## src/rtl/ft601_rx_ctrl.sv

```systemverilog
`default_nettype none
// ============================================================================
//  Module   : ft601_rx_ctrl
//  Purpose  : Receive-side controller for the FT601 245-synchronous FIFO
//             interface. Sequences OE_N/RD_N, captures data words with their
//             byte enables into a first-word-fall-through buffer, and hands
//             them downstream on a valid/ready stream. A new read burst starts
//             only when the buffer has enough free slots, so a captured word
//             can never be dropped.
//  Ports    : clk, rst_l            - clock / async active-low reset
//             usb_rx_empty          - FT601 RXF (0 = data available)
//             usb_data, usb_be      - FT601 data bus and byte enables
//             usb_outen_l           - FT601 OE_N (active low)
//             usb_rden_l            - FT601 RD_N (active low)
//             m_data, m_be, m_valid - head-of-buffer word, stream side
//             m_ready               - consumer accept
//             rx_words              - captured-word counter (wraps at 2^16)
//             busy                  - controller is not idle
//  Revision : 1.0 - initial release
// ============================================================================
module ft601_rx_ctrl #(
  parameter int WIDTH      = 32,
  parameter int FIFO_DEPTH = 8,
  parameter int MIN_FREE   = 4
) (
  input  logic               clk,
  input  logic               rst_l,
  input  logic               usb_rx_empty,
  input  logic [WIDTH-1:0]   usb_data,
  input  logic [WIDTH/8-1:0] usb_be,
  output logic               usb_outen_l,
  output logic               usb_rden_l,
  output logic [WIDTH-1:0]   m_data,
  output logic [WIDTH/8-1:0] m_be,
  output logic               m_valid,
  input  logic               m_ready,
  output logic [15:0]        rx_words,
  output logic               busy
);

  localparam int c_BEW = WIDTH / 8;
  localparam int c_AW  = $clog2(FIFO_DEPTH);
  localparam int c_EW  = WIDTH + c_BEW;

  localparam logic [c_AW:0] c_DEPTH    = (c_AW+1)'(FIFO_DEPTH);
  localparam logic [c_AW:0] c_MIN_FREE = (c_AW+1)'(MIN_FREE);
  localparam logic [c_AW:0] c_PTR_ONE  = (c_AW+1)'(1);

  typedef enum logic [1:0] {
    ST_IDLE = 2'd0,
    ST_OE   = 2'd1,
    ST_READ = 2'd2,
    ST_TURN = 2'd3
  } state_t;

  state_t r_state;
  state_t w_state_nxt;

  // Pointers carry one extra bit so full and empty are distinguishable.
  logic [c_AW:0]   r_wr_ptr;
  logic [c_AW:0]   r_rd_ptr;
  logic [c_AW:0]   w_count;
  logic [c_AW:0]   w_free;
  logic [c_EW-1:0] r_mem [FIFO_DEPTH];
  logic [c_EW-1:0] w_head;
  logic [15:0]     r_rx_words;
  logic            w_push;
  logic            w_pop;

  assign w_count = r_wr_ptr - r_rd_ptr;
  // Free space ignores a same-cycle pop, which keeps throttling conservative.
  assign w_free  = c_DEPTH - w_count;
  assign m_valid = (r_wr_ptr != r_rd_ptr);
  assign w_pop   = m_valid && m_ready;

  // --------------------------------------------------------------------------
  // Control FSM
  // --------------------------------------------------------------------------
  always_ff @(posedge clk or negedge rst_l) begin
    if (!rst_l) begin
      r_state <= ST_IDLE;
    end else begin
      r_state <= w_state_nxt;
    end
  end

  always_comb begin
    w_state_nxt = r_state;
    w_push      = 1'b0;
    case (r_state)
      ST_IDLE: begin
        if (!usb_rx_empty && (w_free >= c_MIN_FREE)) begin
          w_state_nxt = ST_OE;
        end
      end
      // One-cycle bus turnaround: the FT601 must see OE_N before RD_N.
      ST_OE: begin
        w_state_nxt = ST_READ;
      end
      ST_READ: begin
        // Zero byte-enable words are consumed from the chip but not kept.
        w_push = !usb_rx_empty && (usb_be != '0);
        // Leaving at free<=1 still takes this edge's word, which at most
        // fills the last slot; the burst cannot overrun the buffer.
        if (usb_rx_empty || (w_free <= c_PTR_ONE)) begin
          w_state_nxt = ST_TURN;
        end
      end
      ST_TURN: begin
        w_state_nxt = ST_IDLE;
      end
      default: begin
        w_state_nxt = ST_IDLE;
      end
    endcase
  end

  // Bus strobes come only from the state register, never from usb_rx_empty.
  assign usb_outen_l = !((r_state == ST_OE) || (r_state == ST_READ));
  assign usb_rden_l  = (r_state != ST_READ);
  assign busy        = (r_state != ST_IDLE);

  // --------------------------------------------------------------------------
  // FWFT buffer and word counter
  // --------------------------------------------------------------------------
  always_ff @(posedge clk or negedge rst_l) begin
    if (!rst_l) begin
      r_wr_ptr   <= '0;
      r_rd_ptr   <= '0;
      r_rx_words <= '0;
    end else begin
      if (w_push) begin
        r_wr_ptr   <= r_wr_ptr + c_PTR_ONE;
        r_rx_words <= r_rx_words + 16'd1;
      end
      if (w_pop) begin
        r_rd_ptr <= r_rd_ptr + c_PTR_ONE;
      end
    end
  end

  // Storage needs no reset: the head is masked to zero while empty.
  always_ff @(posedge clk) begin
    if (w_push) begin
      r_mem[r_wr_ptr[c_AW-1:0]] <= {usb_be, usb_data};
    end
  end

  assign w_head   = r_mem[r_rd_ptr[c_AW-1:0]];
  assign m_data   = m_valid ? w_head[WIDTH-1:0]    : '0;
  assign m_be     = m_valid ? w_head[c_EW-1:WIDTH] : '0;
  assign rx_words = r_rx_words;

endmodule
`default_nettype wire

```

## config.mk

```make
export PLATFORM = sky130hd
export DESIGN_NAME = ft601_rx_ctrl
export DESIGN_NICKNAME = d
export VERILOG_FILES = /design/src/rtl/ft601_rx_ctrl.sv
export SDC_FILE = /design/constraint.sdc
export NUM_CORES = 1
export LEC_CHECK = 0
export CORE_AREA = 8 8 194 242
export CTS_CLUSTER_DIAMETER = 200
export DETAILED_ROUTE_END_ITERATION = 7
export DIE_AREA = 0 0 202 250
export SYNTH_ARGS = -nofsm -noshare
export SYNTH_HDL_FRONTEND = slang
export SYNTH_SLANG_ARGS = --single-unit
```

## constraint.sdc

```tcl
create_clock -name clk -period 5.5 [get_ports clk]
set_input_delay 1.1 -clock clk [delete_from_list [all_inputs] [get_ports clk]]
set_output_delay 1.1 -clock clk [all_outputs]
set_load 0.01 [all_outputs]
```

==> results of run 1 <==
worst max-delay path, stage by stage (launching register included):
cell and delay (ns):
dfrtp_4 0.67, ha_1 0.39, nand3_1 0.13, nor2_4 0.65, buf_4 0.35, nor2_1 0.09, clkdlybuf4s50_1 0.49
final timing paths:
path / start / end
worst min register to register: rx_words[15] / rx_words[15]
max in group asynchronous: rst_l / r_rd_ptr[0]
worst min-delay path: rx_words[15] / rx_words[15]
worst max-delay path: r_rd_ptr[1] / m_data[8]
worst max register to register: r_state[0] / r_mem[2][30]
min in group asynchronous: rst_l / r_rd_ptr[1]
cell type report:
cell class                      count  share of cell area
Tap cell                          565              0.0469
Timing Repair Buffer              111              0.0711
Inverter                           16             0.00399
Antenna cell                        1            0.000166
Clock inverter                     16              0.0104
Sequential cell                   314               0.618
Clock buffer                       42              0.0599
Multi-Input combinational cell    231               0.189
cell usage in the layout (no fill, tap or decap), types with 2 or more instances in the layout:
master	netlist	layout
edfxtp_1	288	288
clkdlybuf4s50_1	0	95
mux4_2	72	72
mux2i_1	37	37
nor2_1	43	37
clkbuf_16	0	35
dfrtp_1	26	23
xnor2_1	17	17
inv_1	16	16
buf_4	2	16
nand2_1	12	12
ha_1	9	9
nand3_1	8	8
nor2_4	1	8
clkbuf_1	9	7
xor2_1	6	6
nand4_1	6	6
clkinv_2	0	4
clkinvlp_4	0	3
clkinv_1	0	3
nor4_4	2	2
nor3_2	0	2
and3_1	2	2
mux2_2	2	2
o21ai_0	2	2
bufinv_16	0	2
dfrtp_4	0	2
layer usage:
metal | up-vias | wire, µm | track usage
met3 | 47 | 1380 | 0.0222
met4 | 0 | 620 | 0.0299
met2 | 149 | 13100 | 0.178
met1 | 2981 | 11100 | 0.127
li1 | 2605 | - | -
met5 | - | 0 | 0
sequential cells by signal (all words and copies together), names as in the netlist:
name,flops
r_mem,288
r_wr_ptr,4
rx_words,16
r_state,2
r_rd_ptr,4
power groups by stage:
| stage | Clock [W] | Sequential, W | Combinational (W) |
|---|---|---|---|
| final | 0.00217 | 0.00294 | 0.00265 |
| after global routing | 0.00231 | 0.00297 | 0.00291 |
| after CTS | 0.00223 | 0.00295 | 0.00276 |
| after detailed placement | 0 | 0.00300 | 0.00276 |
| after global placement | 0 | 0.00299 | 0.00275 |
| after floorplan | 0 | 0.00293 | 0.00164 |
per-stage QoR:
step / utilization / std cells
CTS: 0.351 / 1295
floorplan: - / 584
global placement: 0.327 / 1237
global route: 0.351 / 1295
finish: 0.351 / 1296
detailed placement: 0.327 / 1237
kinds of logic after synthesis:
group                      after synthesis
AOI/OAI and AO/OA                        6
xor gates and xnor gates                23
adders and majority gates               10
buffers and inverters                   39
DFF                                    314
muxes                                  111
and+or+nand+nor                         81
==> results_dict.tcl, run 1 <==
set metrics [dict create \
    detailedRoute.firstIterationViolations 307 \
    path_clk_slew_ns 0.06 \
    drt-pass1-iter-count 4 \
    worstSetupStartpointType "flip-flop" \
    initial_utilization 0.287 \
    synth_xor_area_frac 0.0164 \
    run_status "complete, no violations" \
    arrival_time_of_the_worst_setup_path_ns 3.29 \
    via_count_of_the_first_global_routing_pass 6373 \
    most_used_standard_cell_by_instance_count_after_synthesis "edfxtp_1" \
    cts_sinks 314 \
    p_total_w 0.00776 \
    cts_hold_repair.buffers 0 \
    chip_height_um 250 \
    flow.area_growth_from_synthesis_pct 22.5 \
    floorplan.die.width_um 202 \
    ff2ff_path_depth 6 \
    post_synth_most_frequent_cells "edfxtp_1 (288), mux4_2 (72), nor2_1 (43), mux2i_1 (37), dfrtp_1 (26)" \
    synth.net_count 634 \
    clockBufferDepth 3 \
    routed-via-count 5782 \
    leakage_nw 4.97 \
    io_pins 96 \
    largest_family_of_logic_cells_by_synthesized_area "multiplexers" \
    yosys.area.top_type "edfxtp_1" \
    cts.htree.levels 2 \
    cellInternalPower_w 0.00543 \
    synth_area_um2 12300 \
    final_max_slew_viol_count 0 \
    max_freq_mhz 228 \
    fill_cells 3982 \
    synth_compound_gate_area_share 0.00387 \
    p_sw_w 0.00234 \
    setup_violations 0 \
    pwr-share-comb 0.341 \
    synth-async-reset-ratio 0.0828 \
    cts_tree "done" \
    timing_worst_slew_pin_value_ns 0.837 \
    grt_start_max_net_pins 50 \
    slew_headroom 0.442 \
    power.density_cell_area_nw_per_um2 516 \
    drive_gt1_frac 0.214 \
    drv.max_cap_violation_count 0 \
    multi_input_area_um2 2850 \
    grt_util_all_layers 0.103 \
    viasPerCell 4.46 \
    part_of_the_total_power_dissipated_in_sequential_elements 0.379 \
    post_route_skew_ns 0.0210 \
    detail_route_antenna_nets 0 \
    netlist.area_leader.share 0.704 \
    worst-r2r-setup-slack_ns 2.71 \
    cts_setup_buffers 0 \
    grt_overflow 0 \
    count_of_instances_resized_after_the_clock_tree_is_built 0 \
    final_min_period_over_clock_period 0.798 \
    ys_dominant_reg_cell "edfxtp_1" \
    power.share.clock 0.279 \
    synth_mux_area_frac 0.164 \
    area.sequential_um2 9310 \
    clk_root_buffer_cell "clkbuf_16" \
    timing.critical_path.required_ns 4.40 \
    final_nets 758 \
    hp-class "flip-flop to flip-flop" \
    clock_latency_ns 0.51 \
    synthesis.instances 584 \
    post_synth.cell_area_avg_um2 21.0 \
    detailedPlacementHpwl_mm 15.2 \
    gp_congestion 0.685 \
    finalHoldViolCount 0 \
    coreArea_um2 42900 \
    stdcell_area_um2 15100 \
    synth-simple-area-share 0.0322 \
    postLayoutSetupSlackWorst_ns 1.11 \
    maximum_fanout_encountered_on_the_critical_timing_path 28 \
    critPathCaptureType "primary output" \
    post_synth_edffs 288 \
    hold-worst-slack_ns 0.473 \
    synth_area_leaders "edfxtp_1 (70%), mux4_2 (13%), dfrtp_1 (5.3%), mux2i_1 (3.0%), nor2_1 (1.3%)" \
    grt_pass1_wl_mm 39.7 \
    yosys.area_share.adder 0.0108 \
    placement_row_count 85 \
    synth-warning-count 0 \
    seq_area_frac_synth 0.757 \
    port_buffers 95 \
    vdd.ir_drop.worst_v 0.000276 \
    cts_buffers 34 \
    criticalPathCategory "flip-flop to primary output" \
    grt_setup_unrepaired "no" \
    fraction_of_power_spent_switching_nets 0.301 \
    antenna_found_initial 1 \
    timing.setup.tns_ns 0 \
    design.die.area_um2 50500 \
    postRouteWirelength_mm 26.2 \
    post-place-ws_ns 1.53 \
    routed_length_per_placed_instance_um 20.2 \
    post_synth_num_cell_types 32 \
    post-route-drc-count 0 \
    finalCriticalPeriod_ns 4.39 \
    hold_path_depth 1 \
    placedInstanceArea_um2 14000 \
    postSynthRegisterBits 314 \
]
Power figures use the tool's default switching activity.
==> run 2: changes to the inputs <==
- clock period: 5.5 -> 4.6 ns (I/O delays scaled with it)
==> results_dict.tcl, run 2 (synthesized netlist as in run 1, its figures left out) <==
set metrics [dict create \
    part_of_the_total_power_dissipated_in_sequential_elements 0.369 \
    mostFrequentLayoutCells "edfxtp_1 (288), clkdlybuf4s50_1 (95), mux4_2 (72)" \
    final_common_cell "edfxtp_1" \
    p_sw_w 0.00277 \
    count_of_instances_resized_after_the_clock_tree_is_built 0 \
    drv.max_cap_violation_count 0 \
    ff2ff_path_depth 6 \
    chip_height_um 250 \
    viasPerCell 4.47 \
    run_status "complete, no violations" \
    maximum_fanout_encountered_on_the_critical_timing_path 16 \
    detailedPlacementHpwl_mm 16.1 \
    fill_cells 3971 \
    drt-pass1-iter-count 4 \
    io_pins 96 \
    final_max_slew_viol_count 0 \
    placedInstanceArea_um2 14100 \
    cts_setup_buffers 0 \
    power.share.clock 0.283 \
    via_count_of_the_first_global_routing_pass 6453 \
    placement_row_count 85 \
    detail_route_antenna_nets 0 \
    critPathCaptureType "primary output" \
    floorplan.die.width_um 202 \
    cellInternalPower_w 0.00664 \
    max_freq_mhz 262 \
    grt_start_max_net_pins 76 \
    clockBufferDepth 3 \
    cts.htree.levels 2 \
    setup_violations 0 \
    leakage_nw 5.04 \
    finalHoldViolCount 0 \
    pwr-share-comb 0.348 \
    worst_r2r_startpoint "r_state[0]" \
    design.die.area_um2 50500 \
    port_buffers 95 \
    slew_headroom 0.459 \
    grt_overflow 0 \
    coreArea_um2 42900 \
    cts_hold_repair.buffers 0 \
    worstSetupStartpointType "flip-flop" \
    final_nets 763 \
    path_clk_slew_ns 0.06 \
    drive_gt1_frac 0.219 \
    grt_setup_unrepaired "no" \
    power.density_cell_area_nw_per_um2 619 \
    post-route-drc-count 0 \
    cts_tree "done" \
    vdd.ir_drop.worst_v 0.000349 \
    cts_sinks 314 \
    antenna_found_initial 2 \
    rr_endpoint "r_mem[2][14]" \
    hp-class "flip-flop to flip-flop" \
    stdcell_area_um2 15200 \
    grt_util_all_layers 0.102 \
    timing.setup.tns_ns 0 \
    timing_worst_slew_pin_value_ns 0.809 \
    criticalPathCategory "flip-flop to primary output" \
    timing.critical_path.required_ns 3.68 \
    arrival_time_of_the_worst_setup_path_ns 2.90 \
    grt_pass1_wl_mm 39.8 \
    post_route_skew_ns 0.00956 \
    cts_buffers 34 \
    endpoint "m_data[24]" \
    clock_latency_ns 0.51 \
    clk_root_buffer_cell "clkbuf_16" \
    final_min_period_over_clock_period 0.830 \
    fraction_of_power_spent_switching_nets 0.294 \
    routed_length_per_placed_instance_um 19.7 \
    crit_path_from "r_wr_ptr[1]" \
    detailedRoute.firstIterationViolations 292 \
    finalCriticalPeriod_ns 3.82 \
    worst-r2r-setup-slack_ns 1.94 \
    gp_congestion 0.698 \
    routed-via-count 5818 \
    flow.area_growth_from_synthesis_pct 23.6 \
    largest_register_ff_count 288 \
    postRouteWirelength_mm 25.7 \
    initial_utilization 0.287 \
]
==> run 2: cell types whose count changed in the layout (fill, tap and decap cells not counted), sizes merged <==
cell / previous run / this run
bufinv: 2 / 3
inv: 18 / 16
clkbuf: 42 / 44
buf: 16 / 21
clkinvlp: 4 / 2
clkinv: 8 / 9
==> run 2: metrics by stage <==
| step | power (W) | hold slack [ns] | setup slack, ns | cells | util |
|---|---|---|---|---|---|
| global placement | 0.00692 | 0.465 | 1.05 | 1242 | 0.329 |
| floorplan | 0.00547 | 0.460 | 0.0152 | 584 | - |
| finish | 0.00941 | 0.475 | 0.782 | 1301 | 0.354 |
| global route | 0.00993 | 0.510 | 0.557 | 1300 | 0.354 |
| CTS | 0.00962 | 0.478 | 0.689 | 1300 | 0.354 |
| detailed placement | 0.00692 | 0.471 | 1.00 | 1242 | 0.329 |
==> run 2: how the worst min path moves through the flow <==
stage / startpoint / endpoint / slack, ns / cells past startpoint
6_report: rx_words[15] / rx_words[15] / 0.47 / 1
5_1_grt: rx_words[10] / rx_words[10] / 0.51 / 1
4_1_cts: rx_words[15] / rx_words[15] / 0.48 / 1
3_5_place_dp: rx_words[15] / rx_words[15] / 0.47 / 1
3_3_place_gp: rx_words[15] / rx_words[15] / 0.46 / 1
2_1_floorplan: r_rd_ptr[3] / r_rd_ptr[3] / 0.46 / 1
==> run 2: critical path, cell delays in order, from the launching register on <==
cell,delay [ns]
dfrtp_1,0.45
inv_1,0.11
ha_1,0.32
nand3_1,0.12
nor2_4,0.43
buf_4,0.31
nor2_1,0.14
clkdlybuf4s50_1,0.52
==> run 2: per-layer routing <==
layer	up-vias	part of all wire	global-route usage
met3	34	0.044	0.0244
met4	2	0.015	0.0265
met2	131	0.52	0.177
li1	2619	-	-
met5	-	0.00051	0
met1	3032	0.42	0.126
==> run 2: layout make-up <==
cell class,instances,area (µm²),share of cell area
well taps,565,707,0.0465
clock inverters,14,150,0.00988
flip-flops and latches,314,9310,0.613
clock buffers,44,952,0.0627
multi-input cells,231,2850,0.188
inverters,16,60.1,0.00395
repair buffers,116,1160,0.0763
diodes,1,2.50,0.000165
==> run 2: power by group through the flow <==
stage                     Sequential, W  Clock (W)  Combinational [W]
after floorplan                 0.00351          0            0.00197
after global placement          0.00352          0            0.00339
after detailed placement        0.00353          0            0.00339
after CTS                       0.00347    0.00275            0.00340
after global routing            0.00350    0.00285            0.00358
final                           0.00347    0.00266            0.00327
==> run 3: changes to the inputs <==
- clock period: 4.6 -> 3.95 ns (I/O delays scaled with it)
==> results_dict.tcl, run 3 (synthesized netlist as in run 1, its figures left out) <==
set metrics [dict create \
    run_status "complete, no violations" \
    leakage_nw 5.02 \
    floorplan.die.width_um 202 \
    critPathCaptureType "primary output" \
    grt_setup_unrepaired "no" \
    finalCriticalPeriod_ns 3.78 \
    postRouteWirelength_mm 26.3 \
    drv.max_cap_violation_count 0 \
    fill_cells 3960 \
    chip_height_um 250 \
    worst_path_largest_cell_delay_ns 0.57 \
    worst_r2r_startpoint "r_wr_ptr[1]" \
    max_freq_mhz 264 \
    finalHoldViolCount 0 \
    hold_path_depth 1 \
    list_of_cells_traversed_by_the_critical_path "buf_16, mux4_2, mux2i_1, nor2_1, clkdlybuf4s50_1" \
    worst-r2r-setup-slack_ns 1.37 \
    routed_length_per_placed_instance_um 20.3 \
    clockBufferDepth 3 \
    hp-class "flip-flop to flip-flop" \
    cts_tree "done" \
    detail_route_antenna_nets 0 \
    cts.htree.levels 2 \
    via_count_of_the_first_global_routing_pass 6310 \
    placement_row_count 85 \
    stdcell_area_um2 15200 \
    cts_buffers 34 \
    path_clk_slew_ns 0.06 \
    placedInstanceArea_um2 14100 \
    io_pins 96 \
    timing_worst_slew_pin_value_ns 0.832 \
    mostFrequentLayoutCells "edfxtp_1 (288), clkdlybuf4s50_1 (95), mux4_2 (72)" \
    grt_util_all_layers 0.103 \
    final_min_period_over_clock_period 0.957 \
    final_common_cell "edfxtp_1" \
    clock_latency_ns 0.51 \
    routed-via-count 5795 \
    area.sequential_um2 9310 \
    grt_overflow 0 \
    final_nets 761 \
    viasPerCell 4.46 \
    criticalPathCategory "flip-flop to primary output" \
    timing.critical_path.required_ns 3.16 \
    coreArea_um2 42900 \
    maximum_fanout_encountered_on_the_critical_timing_path 75 \
    hold_end "rx_words[15]" \
    initial_utilization 0.287 \
    layout.cells.non_filler 1298 \
    drt-pass1-iter-count 4 \
    setup_violations 0 \
    grt_pass1_wl_mm 40.0 \
    port_buffers 95 \
    arrival_time_of_the_worst_setup_path_ns 2.99 \
    min-delay-start "rx_words[15]" \
    post-route-drc-count 0 \
    detailedPlacementHpwl_mm 15.4 \
    post_route_skew_ns 0.0169 \
    gp_congestion 0.726 \
    cts_sinks 314 \
    vdd.ir_drop.worst_v 0.000468 \
    timing.setup.tns_ns 0 \
    rr_endpoint "r_rd_ptr[1]" \
    drive_gt1_frac 0.219 \
    flow.area_growth_from_synthesis_pct 23.9 \
    timing.critical_path.slowest_stage_cell "mux4_2" \
    detailedRoute.firstIterationViolations 305 \
    slew_headroom 0.444 \
    placedCellCount 1239 \
    multi_input_area_um2 2880 \
    crit_path_from "r_rd_ptr[0]" \
    hold-worst-slack_ns 0.483 \
    design.die.area_um2 50500 \
    power.density_cell_area_nw_per_um2 720 \
    final_max_slew_viol_count 0 \
    worstSetupStartpointType "flip-flop" \
    largest_register_ff_count 288 \
    antenna_found_initial 4 \
    ff2ff_path_depth 7 \
    grt_start_max_net_pins 76 \
    clk_root_buffer_cell "clkbuf_16" \
]
==> run 3: changes by cell type in the layout (fill, tap and decap cells not counted), sizes merged <==
cell,delta
buf,-3
nor2,+1
clkinvlp,-1
clkbuf,-1
inv,+1
==> run 3: layer usage <==
metal,GRT usage,routed length (µm)
met2,0.173,12900
met5,0,24
met4,0.0272,463
met3,0.0283,1540
met1,0.130,11400
==> run 3: how the worst max path moves through the flow <==
| stage | endpoint | slack, ns |
|---|---|---|
| global route | m_data[7] | 0.001 |
| global placement | m_data[30] | 0.38 |
| detailed placement | m_valid | 0.35 |
| finish | m_data[7] | 0.17 |
| CTS | m_valid | 0.03 |
| floorplan | r_mem[2][0] | 0.46 |
==> run 3: metrics by stage <==
stage	utilization	total power [W]	setup WS, ns
floorplan	-	0.00638	0.460
global placement	0.330	0.00801	0.381
detailed placement	0.330	0.00803	0.355
CTS	0.355	0.0112	0.0344
global route	0.355	0.0115	0.00145
finish	0.355	0.0110	0.169
==> run 3: area by class of cell <==
type                    count  area share
diodes                      1    0.000164
clock buffers              43      0.0595
clock inverters            14      0.0109
inverters                  16     0.00394
multi-input cells         232       0.189
flip-flops and latches    314       0.612
well taps                 565      0.0464
repair buffers            113      0.0784
==> run 3: report_power, final <==
group          internal (W)  switching, W
combinational       0.00193       0.00192
clock               0.00183       0.00124
sequential          0.00392      0.000132
==> run 3: what timing repair did <==
action                     4_1_cts  5_1_grt
gates resized for setup          4        1
setup endpoints to repair       37        3
cloned                           1        0
buffers inserted                 0        0
hold buffers                     0        0
==> run 3: worst max-delay path: cells and delay by family (launching register included) <==
family / cells / cell delay [ns]
muxes: 2 / 0.96
buffers and inverters: 2 / 0.96
and+or+nand+nor: 1 / 0.08
DFF: 1 / 0.43
